$ cat src/rtl/param_combo_lock.sv
// Parametrised decimal combination lock: digit-by-digit code entry, failed-attempt
// lockout and in-place code reprogramming while open.
module param_combo_lock #(
  parameter int unsigned NUM_DIGITS     = 6,
  parameter logic [31:0] RESET_CODE     = 32'h00722297,
  parameter int unsigned MAX_TRIES      = 3,
  parameter int unsigned LOCKOUT_CYCLES = 16
) (
  input  logic                             clk,
  input  logic                             rst,
  input  logic [3:0]                       digit_in,
  input  logic                             digit_valid,
  input  logic                             relock,
  input  logic                             prog_start,
  output logic                             unlocked,
  output logic                             locked_out,
  output logic                             programming,
  output logic                             err_digit,
  output logic [1:0]                       mode,
  output logic [$clog2(NUM_DIGITS)-1:0]    entry_idx,
  output logic [$clog2(MAX_TRIES+1)-1:0]   fail_count
);

  localparam int unsigned IdxW  = $clog2(NUM_DIGITS);
  localparam int unsigned CodeW = 4 * NUM_DIGITS;
  localparam int unsigned FcW   = $clog2(MAX_TRIES + 1);
  localparam int unsigned CntW  = $clog2(LOCKOUT_CYCLES + 1);

  localparam logic [IdxW-1:0] LastIdx  = IdxW'(NUM_DIGITS - 1);
  localparam logic [FcW-1:0]  MaxFail  = FcW'(MAX_TRIES);
  localparam logic [CntW-1:0] LockInit = CntW'(LOCKOUT_CYCLES);

  typedef enum logic [1:0] {
    StEntry   = 2'd0,
    StOpen    = 2'd1,
    StLockout = 2'd2,
    StProg    = 2'd3
  } state_e;

  state_e           state_q, state_d;
  logic [IdxW-1:0]  idx_q, idx_d;
  logic [FcW-1:0]   fail_q, fail_d;
  logic             mis_q, mis_d;
  logic             unlocked_q, unlocked_d;
  logic             locked_out_q, locked_out_d;
  logic             programming_q, programming_d;
  logic             err_q, err_d;
  logic [CodeW-1:0] code_q, code_d;
  logic [CodeW-1:0] shadow_q, shadow_d;
  logic [CntW-1:0]  cnt_q, cnt_d;

  logic [3:0] cur_nib;
  logic       digit_ok;
  logic       digit_bad;

  always_comb begin
    state_d       = state_q;
    idx_d         = idx_q;
    fail_d        = fail_q;
    mis_d         = mis_q;
    unlocked_d    = unlocked_q;
    locked_out_d  = locked_out_q;
    programming_d = programming_q;
    err_d         = 1'b0;
    code_d        = code_q;
    shadow_d      = shadow_q;
    cnt_d         = cnt_q;

    // First digit entered is the most significant nibble of the code.
    cur_nib = 4'd0;
    for (int i = 0; i < NUM_DIGITS; i++) begin
      if (idx_q == IdxW'(i)) cur_nib = code_q[4*(NUM_DIGITS-1-i) +: 4];
    end

    digit_ok  = digit_valid && (digit_in <= 4'd9);
    digit_bad = digit_valid && (digit_in > 4'd9);

    unique case (state_q)
      StEntry: begin
        if (relock) begin
          idx_d = '0;
          mis_d = 1'b0;
        end else if (digit_bad) begin
          err_d = 1'b1;
        end else if (digit_ok) begin
          if (idx_q == LastIdx) begin
            idx_d = '0;
            mis_d = 1'b0;
            if (!mis_q && (digit_in == cur_nib)) begin
              state_d    = StOpen;
              unlocked_d = 1'b1;
              fail_d     = '0;
            end else begin
              fail_d = fail_q + FcW'(1);
              if (fail_d == MaxFail) begin
                state_d      = StLockout;
                locked_out_d = 1'b1;
                cnt_d        = LockInit;
              end
            end
          end else begin
            idx_d = idx_q + IdxW'(1);
            mis_d = mis_q | (digit_in != cur_nib);
          end
        end
      end

      StLockout: begin
        if (cnt_q == CntW'(1)) begin
          state_d      = StEntry;
          locked_out_d = 1'b0;
          fail_d       = '0;
          cnt_d        = '0;
        end else begin
          cnt_d = cnt_q - CntW'(1);
        end
      end

      StOpen: begin
        if (relock) begin
          state_d    = StEntry;
          unlocked_d = 1'b0;
        end else if (prog_start) begin
          state_d       = StProg;
          programming_d = 1'b1;
          idx_d         = '0;
          shadow_d      = '0;
        end
      end

      StProg: begin
        if (relock) begin
          state_d       = StEntry;
          unlocked_d    = 1'b0;
          programming_d = 1'b0;
          idx_d         = '0;
          shadow_d      = '0;
        end else if (digit_bad) begin
          err_d = 1'b1;
        end else if (digit_ok) begin
          shadow_d = {shadow_q[CodeW-5:0], digit_in};
          if (idx_q == LastIdx) begin
            code_d        = shadow_d;
            idx_d         = '0;
            state_d       = StOpen;
            programming_d = 1'b0;
          end else begin
            idx_d = idx_q + IdxW'(1);
          end
        end
      end

      default: state_d = StEntry;
    endcase
  end

  always_ff @(posedge clk or negedge rst) begin
    if (!rst) begin
      state_q       <= StEntry;
      idx_q         <= '0;
      fail_q        <= '0;
      mis_q         <= 1'b0;
      unlocked_q    <= 1'b0;
      locked_out_q  <= 1'b0;
      programming_q <= 1'b0;
      err_q         <= 1'b0;
      code_q        <= RESET_CODE[CodeW-1:0];
      shadow_q      <= '0;
      cnt_q         <= '0;
    end else begin
      state_q       <= state_d;
      idx_q         <= idx_d;
      fail_q        <= fail_d;
      mis_q         <= mis_d;
      unlocked_q    <= unlocked_d;
      locked_out_q  <= locked_out_d;
      programming_q <= programming_d;
      err_q         <= err_d;
      code_q        <= code_d;
      shadow_q      <= shadow_d;
      cnt_q         <= cnt_d;
    end
  end

  assign unlocked    = unlocked_q;
  assign locked_out  = locked_out_q;
  assign programming = programming_q;
  assign err_digit   = err_q;
  assign mode        = state_q;
  assign entry_idx   = idx_q;
  assign fail_count  = fail_q;

endmodule

$ cat config.mk
export PLATFORM = sky130hd
export DESIGN_NAME = param_combo_lock
export DESIGN_NICKNAME = d
export VERILOG_FILES = /design/src/rtl/param_combo_lock.sv
export SDC_FILE = /design/constraint.sdc
export NUM_CORES = 1
export LEC_CHECK = 0
export CAP_MARGIN = 20
export CORE_AREA = 8 8 100 102
export CTS_BUF_LIST = sky130_fd_sc_hd__clkbuf_16
export DETAILED_ROUTE_END_ITERATION = 8
export DIE_AREA = 0 0 108 110
export PLACE_DENSITY = 0.63
export RECOVER_POWER = 50
export SYNTH_ARGS = -nofsm -noshare
export SYNTH_HDL_FRONTEND = slang
export SYNTH_SLANG_ARGS = --single-unit
$ cat constraint.sdc
create_clock -name clk -period 4.45 [get_ports clk]
set_input_delay 0.445 -clock clk [delete_from_list [all_inputs] [get_ports clk]]
set_output_delay 0.445 -clock clk [all_outputs]
set_load 0.005 [all_outputs]
=== Word-level counts from Yosys, hierarchy flattened ===
Index checks and enable logic that the tools add are counted.

* $lt $le $gt $ge: 2
* Reduce and logical (&&, ||, !) cells: 23
* Bitwise gates (word level): 3
* Mux-type cells: 76
* Equal/unequal tests: 31
* Add/sub/neg operators: 3

{| class="wikitable"
|+ Operator list
! cell !! count
|-
| two-way mux 20 bit || 5
|-
| case mux 20 bit (2 select lines) || 1
|-
| two-way mux 2 bit || 18
|-
| two-way mux 5 bit || 7
|-
| two-way mux 1 bit || 26
|-
| two-way mux 4 bit || 6
|-
| inequality test 2 bit (second input constant) || 11
|-
| two-way mux 3 bit || 6
|-
| inequality test 3 bit (second input constant) || 6
|-
| AND reduction 5 bit || 3
|-
| AND reduction 7 bit || 2
|-
| AND reduction 6 bit || 2
|-
| case mux 5 bit (2 select lines) || 1
|-
| AND reduction 10 bit || 1
|-
| nonzero test 2 bit || 5
|-
| case mux 2 bit (4 select lines) || 1
|-
| AND reduction 8 bit || 1
|-
| equality test 2 bit (second input constant) || 3
|-
| equality test 3 x 2 -> 1 bit (second input constant) || 2
|-
| equality test 3 bit (second input constant) || 2
|-
| case mux 1 bit (2 select lines) || 3
|-
| case mux 3 bit (2 select lines) || 1
|-
| equality test 5 x 1 -> 1 bit (second input constant) || 1
|-
| subtractor 5 x 1 -> 5 bit (second input constant) || 1
|-
| 19 further kinds || 23
|}

* Flip-flop bits (word level): 61
* Output and inout bits: 11
* Input port bits: 9
* Logic and storage cells: 149

=== Logic depth before layout (Yosys ltp) ===
Gate-level depths: netlist of run 1.

* Depth in word-level cells: 15
* Depth in mapped cells: 11
* Depth with buffers taken out: 9

=== Worst setup path after synthesis of run 1 ===
No wires, ideal clock.

* Kind: register to register
* Start point: register idx_q[0] (netlist: entry_idx[0])
* End point: register cnt_q[0]
* Data required time: 4.322 ns
* Cell stages (with the launch flop): 11
* Setup time: 0.128 ns
* Arrival time: 2.719 ns
* Setup slack: 1.603 ns
* Clock period less this slack: 2.847 ns
* Buffers on the path: 2
* Cell sequence: dfrtp_1 > buf_6 > buf_6 > and2_1 > ha_1 > or2_0 > or4_1 > a21oi_1 > o41ai_4 > o21ai_2 > mux2_1

* Longest elaborated chain between the ends: 11
* Elaborated cells between the ends (all ways): 17
* Those cells by class: eq/ne: 8; mux: 6; reduce/logical: 3

{| class="wikitable"
|+ Ends and longest elaborated chain
! element !! RTL line !! text
|-
| start, declared || 41 || <nowiki>logic [IdxW-1:0] idx_q, idx_d;</nowiki>
|-
| start signal, assigned || 172 || <nowiki>idx_q <= idx_d;</nowiki>
|-
| logical NOT 3 bit || 72 || <nowiki>if (idx_q == IdxW'(i)) cur_nib = code_q[4*(NUM_DIGITS-1-i) +: 4];</nowiki>
|-
| two-way mux 4 bit (6 in series) || 72 ||
|-
| equality test 4 bit || 89 || <nowiki>if (!mis_q && (digit_in == cur_nib)) begin</nowiki>
|-
| logical AND 1 bit || 89 ||
|-
| inequality test 2 bit (no source line) || - ||
|-
| AND reduction 7 bit (no source line) * || - ||
|-
| end signal, assigned || 181 || <nowiki>cnt_q <= cnt_d;</nowiki>
|-
| end, declared || 50 || <nowiki>logic [CntW-1:0] cnt_q, cnt_d;</nowiki>
|}

Every way passes the cells marked *; elsewhere a longest branch is shown, timed or not.
A chain may end at the register's enable or synchronous reset.

=== Final worst setup path of run 1 ===
* Start point: register idx_q[0] (netlist: entry_idx[0])
* End point: register unlocked_q (netlist: unlocked)

* Longest elaborated chain between the ends: 11
* Elaborated cells between the ends (all ways): 17
* Those cells by class: eq/ne: 8; mux: 6; reduce/logical: 3

{| class="wikitable"
|+ Ends and longest elaborated chain
! element !! RTL line !! text
|-
| logical NOT 3 bit || 72 ||
|-
| two-way mux 4 bit (6 in series) || 72 ||
|-
| equality test 4 bit || 89 ||
|-
| logical AND 1 bit || 89 ||
|-
| inequality test 2 bit (no source line) || - ||
|-
| AND reduction 7 bit (no source line) * || - ||
|-
| end signal, assigned || 175 || <nowiki>unlocked_q <= unlocked_d;</nowiki>
|-
| end, declared || 44 || <nowiki>logic unlocked_q, unlocked_d;</nowiki>
|}

Marked as above.

==> summary.txt, run 1 <==
DRC Markers -> 0
Die Wd -> 108 um
Post-Place Cell Area -> 0.00352 sq mm
fin area -> 0.00380 sq mm
Psw -> 741 uW
delay-heaviest family, CP -> compound AO/OA/AOI/OAI gates
DRC violation total after the first TritonRoute iteration -> 111
GRT overflow -> 0
Tot GR Track Use -> 0.137
critical path class -> flip-flop to flip-flop
CTS tree -> done
Reg area -> 0.00154 sq mm
DR WL/cell -> 16.1 um
H-tree lvl count -> 3
Die Ht -> 110 um
Seq pwr share -> 0.339
Final Hold Fails -> 0
Synth Flop Type -> dfrtp_1
total chip power -> 2060 uW
Relative slew margins -> -1.16
TritonRoute pass-1 iters -> 4
Critical Path Max Stage Delay -> 0.82 ns
initial antenna violation count -> 0
Detail Route Antenna Nets -> 0
first-pass GRT wire length -> 12800 um
sequential area share after synthesis -> 0.475
Avg Cell Area, Syn -> 10.3 sq um
Final Net Count -> 351
Final Max Slew Viols -> 62
worst-case clock buffer depth -> 2
worst slack, placed -> 1.23 ns
Initial Util -> 0.383
Max Cap Viol -> 1
Setup Buffers After CTS -> 0
CP Launch Type -> flip-flop
Min-Delay Path Class -> flip-flop to flip-flop
Clock Latency Late Sink -> 0.33 ns
Yosys warning total -> 0
Tcrit/Tclk final -> 0.726
CP max stage cell -> dfrtp_1
Max VDD drop -> 229 uV
Worst Path Max Fanout -> 22
Clock transition at path regs -> 0.05 ns
combinational power share -> 0.339
Synth Cell Area -> 0.00324 sq mm
Worst Path Buf+Inv -> 0
Pint -> 1320 uW
total die area -> 0.0119 sq mm
gpl congestion -> 0.856
largest net degree at the start of global routing -> 62
detailed-route vias per instance -> 5.34
Resize count post-CTS -> 0
setup violators final -> 0
CTS Sinks -> 61
CP endpoint kind -> flip-flop
CP arrival -> 3.44 ns
port bufs -> 19
syn nets -> 332
CTS Hold Buffers Added -> 0
layout cells sized above 1 -> 0.195
antenna diode count -> 0
Area growth syn-to-layout -> 17.1%
f_max -> 0.310 GHz
FFs w/ async S/R, synth -> 1.00
DP Wirelength -> 4900 um
Num CTS Buffers -> 9
vias -> 2385
final worst slack -> 1.22 ns
Req. time, crit path -> 4.66 ns
vias in the first global route -> 2444
worst slew pin tran -> 3.24 ns
final worst path period need -> 3.23 ns
area of the multi-input gates -> 0.00157 sq mm
WL final -> 7190 um
failing checks -> capacitance limit, slew limit
TNS Setup -> 0 ns
LEAKAGE -> 0.00175 uW
clock skew -> 0.00474 ns
I/O pin cnt -> 20
GR Util met1 -> 0.179
CORE AREA -> 0.00847 sq mm
EDFF count, synth -> 0
Pwr Density -> 542 mW/mm^2
RSZ-0062 raised after global routing -> false
#FFs+latches synth -> 61
busiest grt layer -> met2
Sw Share -> 0.360
Gate Count Post-Synth -> 315
Distinct cells, synth -> 63
met2 Track Usage GR -> 0.208
outcome -> finished with violations
Clk network pwr share -> 0.322
Cell Chain, Critical Path -> mux2_2 -> a221oi_1 -> mux2i_1 -> nand4_1 -> o41ai_4 -> o211ai_2 -> mux2_4
GR Layer Usage met3 -> 0.0401
num rows -> 34
Layout fillers -> 769
root buf cell -> clkbuf_16
==> metal layers <==
layer / part of all wire / up-vias / wire (um)
li1: - / 1165 / -
met1: 0.48 / 1166 / 3440
met2: 0.46 / 38 / 3290
met3: 0.038 / 16 / 273
met4: 0.026 / 0 / 189
met5: 0 / - / 0
==> final timing paths <==
check / from / end / slack [ns] / cells past startpoint
worst max-delay path: entry_idx[0] / unlocked / 1.22 / 7
worst min-delay path: shadow_q[19] / shadow_q[19] / 0.46 / 2
worst max register to register: entry_idx[0] / unlocked / 1.22 / 7
worst min register to register: shadow_q[19] / shadow_q[19] / 0.46 / 2
max in group asynchronous: rst / shadow_q[8] / 1.33 / 2
min in group asynchronous: rst / cnt_q[4] / 1.29 / 2
==> layout by cell type, fill, tap and decap left out, drive strengths merged, types with 4 or more instances in the layout <==
cell type      netlist  final
nor3                 5      5
nor3b                4      4
clkbuf              12     10
clkdlybuf4s50        0     14
o211ai               5      5
o41ai                4      4
mux2                27     27
nor2                 8      8
nand2               53     53
clkinv               0      4
buf                  4      5
nor2b                4      4
a21oi                4      4
dlygate4sd3          0      4
o21ai               15     15
nand3b               4      4
mux2i                7      7
inv                 15     16
dfrtp               50     50
nor4                 4      4
dfstp               11     11
nand3               23     23
ha                   8      8
==> synthesized netlist by cell type, drive strengths merged, types with 4 or more instances <==
master / instances / share of area
inv: 15 / 0.017
nand3: 23 / 0.035
o211ai: 5 / 0.013
nor2: 8 / 0.0093
nor3: 5 / 0.0077
nand3b: 4 / 0.010
mux2: 27 / 0.095
mux2i: 7 / 0.022
nor4: 4 / 0.0096
clkbuf: 12 / 0.014
buf: 4 / 0.013
ha: 8 / 0.031
o41ai: 4 / 0.017
nor3b: 4 / 0.011
dfstp: 11 / 0.089
dfrtp: 50 / 0.39
o21ai: 15 / 0.024
nand2: 53 / 0.061
nor2b: 4 / 0.0077
a21oi: 4 / 0.0062
==> area by class of cell <==
class / count / area share
multi-input combinational: 223 / 0.412
sequential: 61 / 0.405
clock buffer: 9 / 0.0593
timing repair buffer: 24 / 0.0570
tap: 108 / 0.0356
clock inverter: 7 / 0.0155
inverter: 15 / 0.0148
==> power groups by stage <==
stage                     sequential [uW]  clock (uW)  combinational (uW)
after detailed placement              707           0                 701
after CTS                             697         682                 708
final                                 698         663                 697
after global placement                703           0                 694
after floorplan                       667           0                 522
after global routing                  712         709                 789
==> worst reg2reg max path: cells and delay by family (launching register included) <==
family,cells,cell delay (ns)
AO/OA/AOI/OAI,3,1.15
flip-flops,1,0.82
multiplexers,3,0.96
AND/OR/NAND/NOR,1,0.20
==> cells by family (layout without fill, tap and decap cells) <==
family,count (synthesis),in the layout,share of synthesized area
AOI/OAI and AO/OA,57,57,0.140
xor gates and xnor gates,2,2,0.00540
adders and majority gates,8,8,0.0309
buffers and inverters,31,55,0.0440
DFF,61,61,0.475
muxes,34,34,0.116
and+or+nand+nor,122,122,0.188
==> flip-flops by register name (all words and copies together), names as in the netlist <==
register	count
code_q	24
shadow_q	20
cnt_q	5
entry_idx	3
fail_count	2
mode	2
err_digit	1
locked_out	1
mis_q	1
programming	1
unlocked	1
==> through the flow <==
| step | util | cells | hold slack, ns |
|---|---|---|---|
| after global placement | 0.415 | 430 | 0.449 |
| after global routing | 0.449 | 447 | 0.482 |
| after floorplan | - | 315 | 0.149 |
| final | 0.449 | 447 | 0.458 |
| after CTS | 0.449 | 447 | 0.308 |
| after detailed placement | 0.416 | 431 | 0.452 |
No activity file was read; power rests on OpenSTA's default activity.
==> run 2, diff against run 1 <==
--- a/config.mk
+++ b/config.mk
@@ -10,7 +10,7 @@
 export CTS_BUF_LIST = sky130_fd_sc_hd__clkbuf_16
 export DETAILED_ROUTE_END_ITERATION = 8
 export DIE_AREA = 0 0 108 110
-export PLACE_DENSITY = 0.63
+export PLACE_DENSITY = 0.65
 export RECOVER_POWER = 50
 export SYNTH_ARGS = -nofsm -noshare
 export SYNTH_HDL_FRONTEND = slang
==> constraint.sdc (replaced) <==
create_clock -name clk -period 2.6 [get_ports clk]
set_input_delay 0.26 -clock clk [delete_from_list [all_inputs] [get_ports clk]]
set_output_delay 0.26 -clock clk [all_outputs]
set_load 0.005 [all_outputs]
==> run 2 against run 1 <==
Effect of this change:
- the run now ends clean
- highest routed layer unchanged
- sequential cell count unchanged
- cell count up 6.9%
- combinational power increased by 130%
- critical path depth grew 2
- first-iteration DRC count rose by 2.7%
- utilization increased by 5.6 points
- power grew 100%
- largest cell class unchanged
- global-route usage rose by 0.48 points
- via count grew 6.6%
- sequential share of layout area is 4.5 points lower
==> summary.txt, run 2 (synthesis gave the netlist of run 1 again) <==
total die area -> 0.0119 sq mm (unchanged)
Final Max Slew Viols -> 0 (was 62)
clock skew -> 0.00435 ns (was 0.00474 ns)
Psw -> 1400 uW (was 741 uW)
largest net degree at the start of global routing -> 25 (was 62)
Num CTS Buffers -> 9 (unchanged)
Min-Delay Path Class -> flip-flop to flip-flop (unchanged)
Reg area -> 0.00154 sq mm (about the same)
CP arrival -> 2.75 ns (was 3.44 ns)
antenna diode count -> 0 (unchanged)
port bufs -> 19 (unchanged)
Clock Latency Late Sink -> 0.32 ns (was 0.33 ns)
max FFs per register -> 24 (unchanged)
RSZ-0062 raised after global routing -> true (was false)
Req. time, crit path -> 2.81 ns (was 4.66 ns)
Final Net Count -> 382 (was 351)
Initial Util -> 0.383 (unchanged)
DR WL/cell -> 16.5 um (was 16.1 um)
fin area -> 0.00427 sq mm (was 0.00380 sq mm)
f_max -> 0.393 GHz (was 0.310 GHz)
commonest non-fill, non-tap cell in the layout -> nand2_1 (unchanged)
Largest regs -> code_q x24, shadow_q x20, cnt_q x5 (unchanged)
CTS tree -> done (unchanged)
H-tree lvl count -> 3 (unchanged)
Clk network pwr share -> 0.348 (was 0.322)
Sw Share -> 0.336 (was 0.360)
DP Wirelength -> 5350 um (was 4900 um)
root buf cell -> clkbuf_16 (unchanged)
worst slew pin tran -> 1.12 ns (was 3.24 ns)
Relative slew margins -> 0.253 (was -1.16)
Pint -> 2770 uW (was 1320 uW)
first-pass GRT wire length -> 13400 um (was 12800 um)
Critical Path Max Stage Delay -> 0.52 ns (was 0.82 ns)
delay-heaviest family, CP -> simple AND/OR/NAND/NOR gates (was compound AO/OA/AOI/OAI gates)
Most flops, register -> code_q (unchanged)
vias -> 2542 (was 2385)
Post-Place Cell Area -> 0.00375 sq mm (was 0.00352 sq mm)
worst-case clock buffer depth -> 2 (unchanged)
CORE AREA -> 0.00847 sq mm (unchanged)
setup violators final -> 0 (unchanged)
GRT overflow -> 0 (unchanged)
final worst path period need -> 2.55 ns (was 3.23 ns)
detailed-route vias per instance -> 5.32 (was 5.34)
Worst Path Max Fanout -> 7 (was 22)
num rows -> 34 (unchanged)
DRC violation total after the first TritonRoute iteration -> 114 (was 111)
gpl congestion -> 0.868 (was 0.856)
combinational power share -> 0.376 (was 0.339)
Final Hold Fails -> 0 (unchanged)
Worst Hold Launch -> shadow_q[17] (was shadow_q[19])
critical path class -> flip-flop to flip-flop (unchanged)
Clock transition at path regs -> 0.05 ns (about the same)
Area growth syn-to-layout -> 31.7% (was 17.1%)
Worst Path Buf+Inv -> 1 (was 0)
Pwr Density -> 977 mW/mm^2 (was 542 mW/mm^2)
Die Wd -> 108 um (unchanged)
TritonRoute pass-1 iters -> 4 (unchanged)
initial antenna violation count -> 0 (unchanged)
Tot GR Track Use -> 0.142 (was 0.137)
CTS Sinks -> 61 (unchanged)
layout cells sized above 1 -> 0.311 (was 0.195)
Die Ht -> 110 um (unchanged)
LEAKAGE -> 0.00197 uW (was 0.00175 uW)
total chip power -> 4170 uW (was 2060 uW)
I/O pin cnt -> 20 (unchanged)
Seq pwr share -> 0.276 (was 0.339)
vias in the first global route -> 2708 (was 2444)
outcome -> completed (was finished with violations)
CP max stage cell -> or4_4 (was dfrtp_1)
Max Cap Viol -> 0 (was 1)
area of the multi-input gates -> 0.00169 sq mm (was 0.00157 sq mm)
DRC Markers -> 0 (unchanged)
CP Launch Type -> flip-flop (unchanged)
top library cells by usage in the layout, fill and taps aside -> nand2_1 (53), dfrtp_1 (49), buf_4 (28) (was nand2_1 (53), dfrtp_1 (50), mux2_2 (25))
critical path startpoint -> entry_idx[0] (unchanged)
CP endpoint kind -> flip-flop (unchanged)
Layout fillers -> 755 (was 769)
WL final -> 7890 um (was 7190 um)
Tcrit/Tclk final -> 0.979 (was 0.726)
Cell Chain, Critical Path -> and2_4 -> ha_4 -> or2_4 -> or4_4 -> a21oi_4 -> o41ai_4 -> buf_6 -> o21ai_4 -> mux2_4 (was mux2_2 -> a221oi_1 -> mux2i_1 -> nand4_1 -> o41ai_4 -> o211ai_2 -> mux2_4)
Max VDD drop -> 497 uV (was 229 uV)
Detail Route Antenna Nets -> 0 (unchanged)
worst r2r src -> entry_idx[0] (unchanged)
-- run 2: changes by cell type in the layout (fill, tap and decap cells not counted), moves of 2 or more --
cell / before / now
buf_6: 0 / 3
bufinv_16: 1 / 4
buf_12: 0 / 2
buf_2: 2 / 0
clkbuf_2: 0 / 2
or2_4: 0 / 2
buf_4: 3 / 28
-- run 2: worst reg2reg max path, cell delays in order (launching register included) --
cell and delay, ns:
dfrtp_2 0.44, and2_4 0.16, ha_4 0.18, or2_4 0.24, or4_4 0.52, a21oi_4 0.18, o41ai_4 0.10, buf_6 0.17
o21ai_4 0.14, mux2_4 0.31
-- run 2: final cells by class --
| class | instances | share of cell area |
|---|---|---|
| multi-input combinational | 223 | 0.395 |
| sequential | 61 | 0.361 |
| timing repair buffer | 55 | 0.114 |
| clock buffer | 9 | 0.0527 |
| clock inverter | 7 | 0.0322 |
| tap | 108 | 0.0316 |
| inverter | 15 | 0.0132 |
-- run 2: worst paths after layout --
kind	endpoint	cells after the start	slack (ns)
min in group asynchronous	cnt_q[3]	2	0.67
max in group asynchronous	entry_idx[0]	3	0.77
hold / removal	shadow_q[17]	2	0.47
hold reg to reg	shadow_q[17]	2	0.47
setup reg to reg	cnt_q[0]	9	0.05
setup / recovery	cnt_q[0]	9	0.05
-- run 2: power groups by stage --
stage | clock (uW) | combinational [uW] | sequential (uW)
final | 1450 | 1570 | 1150
after global routing | 1520 | 1730 | 1160
after CTS | 1480 | 1500 | 1150
after detailed placement | 0 | 1420 | 1160
after global placement | 0 | 1410 | 1150
after floorplan | 0 | 910 | 1140
-- run 2: routing by layer --
metal  track usage  vias to the layer above  routed length (um)  part of all wire
li1              -                     1230                   -                 -
met3        0.0413                        7                 307             0.039
met1         0.173                     1269                3660              0.46
met5             0                        -                   0                 0
met4        0.0555                        0                  93             0.012
met2         0.233                       36                3830              0.48
-- run 2: repair_timing --
action,4_1_cts,5_1_grt
endpoints found under the setup margin,9,10
hold buffers,1,0
resized for setup,6,18
setup buffers,3,3
pin swaps,3,7
hold endpoints to repair,15,0
-- run 2: metrics by stage --
step                      hold WS, ns  setup slack [ns]   util  std cells  setup TNS, ns
after floorplan               -0.0356           -0.0372      -        315        -0.0970
after global placement          0.232           0.00269  0.443        455              0
after detailed placement        0.249            -0.105  0.443        455         -0.504
after CTS                       0.430          -0.00714  0.493        475       -0.00714
after global routing            0.505           -0.0357  0.505        478        -0.0652
final                           0.468            0.0534  0.505        478              0
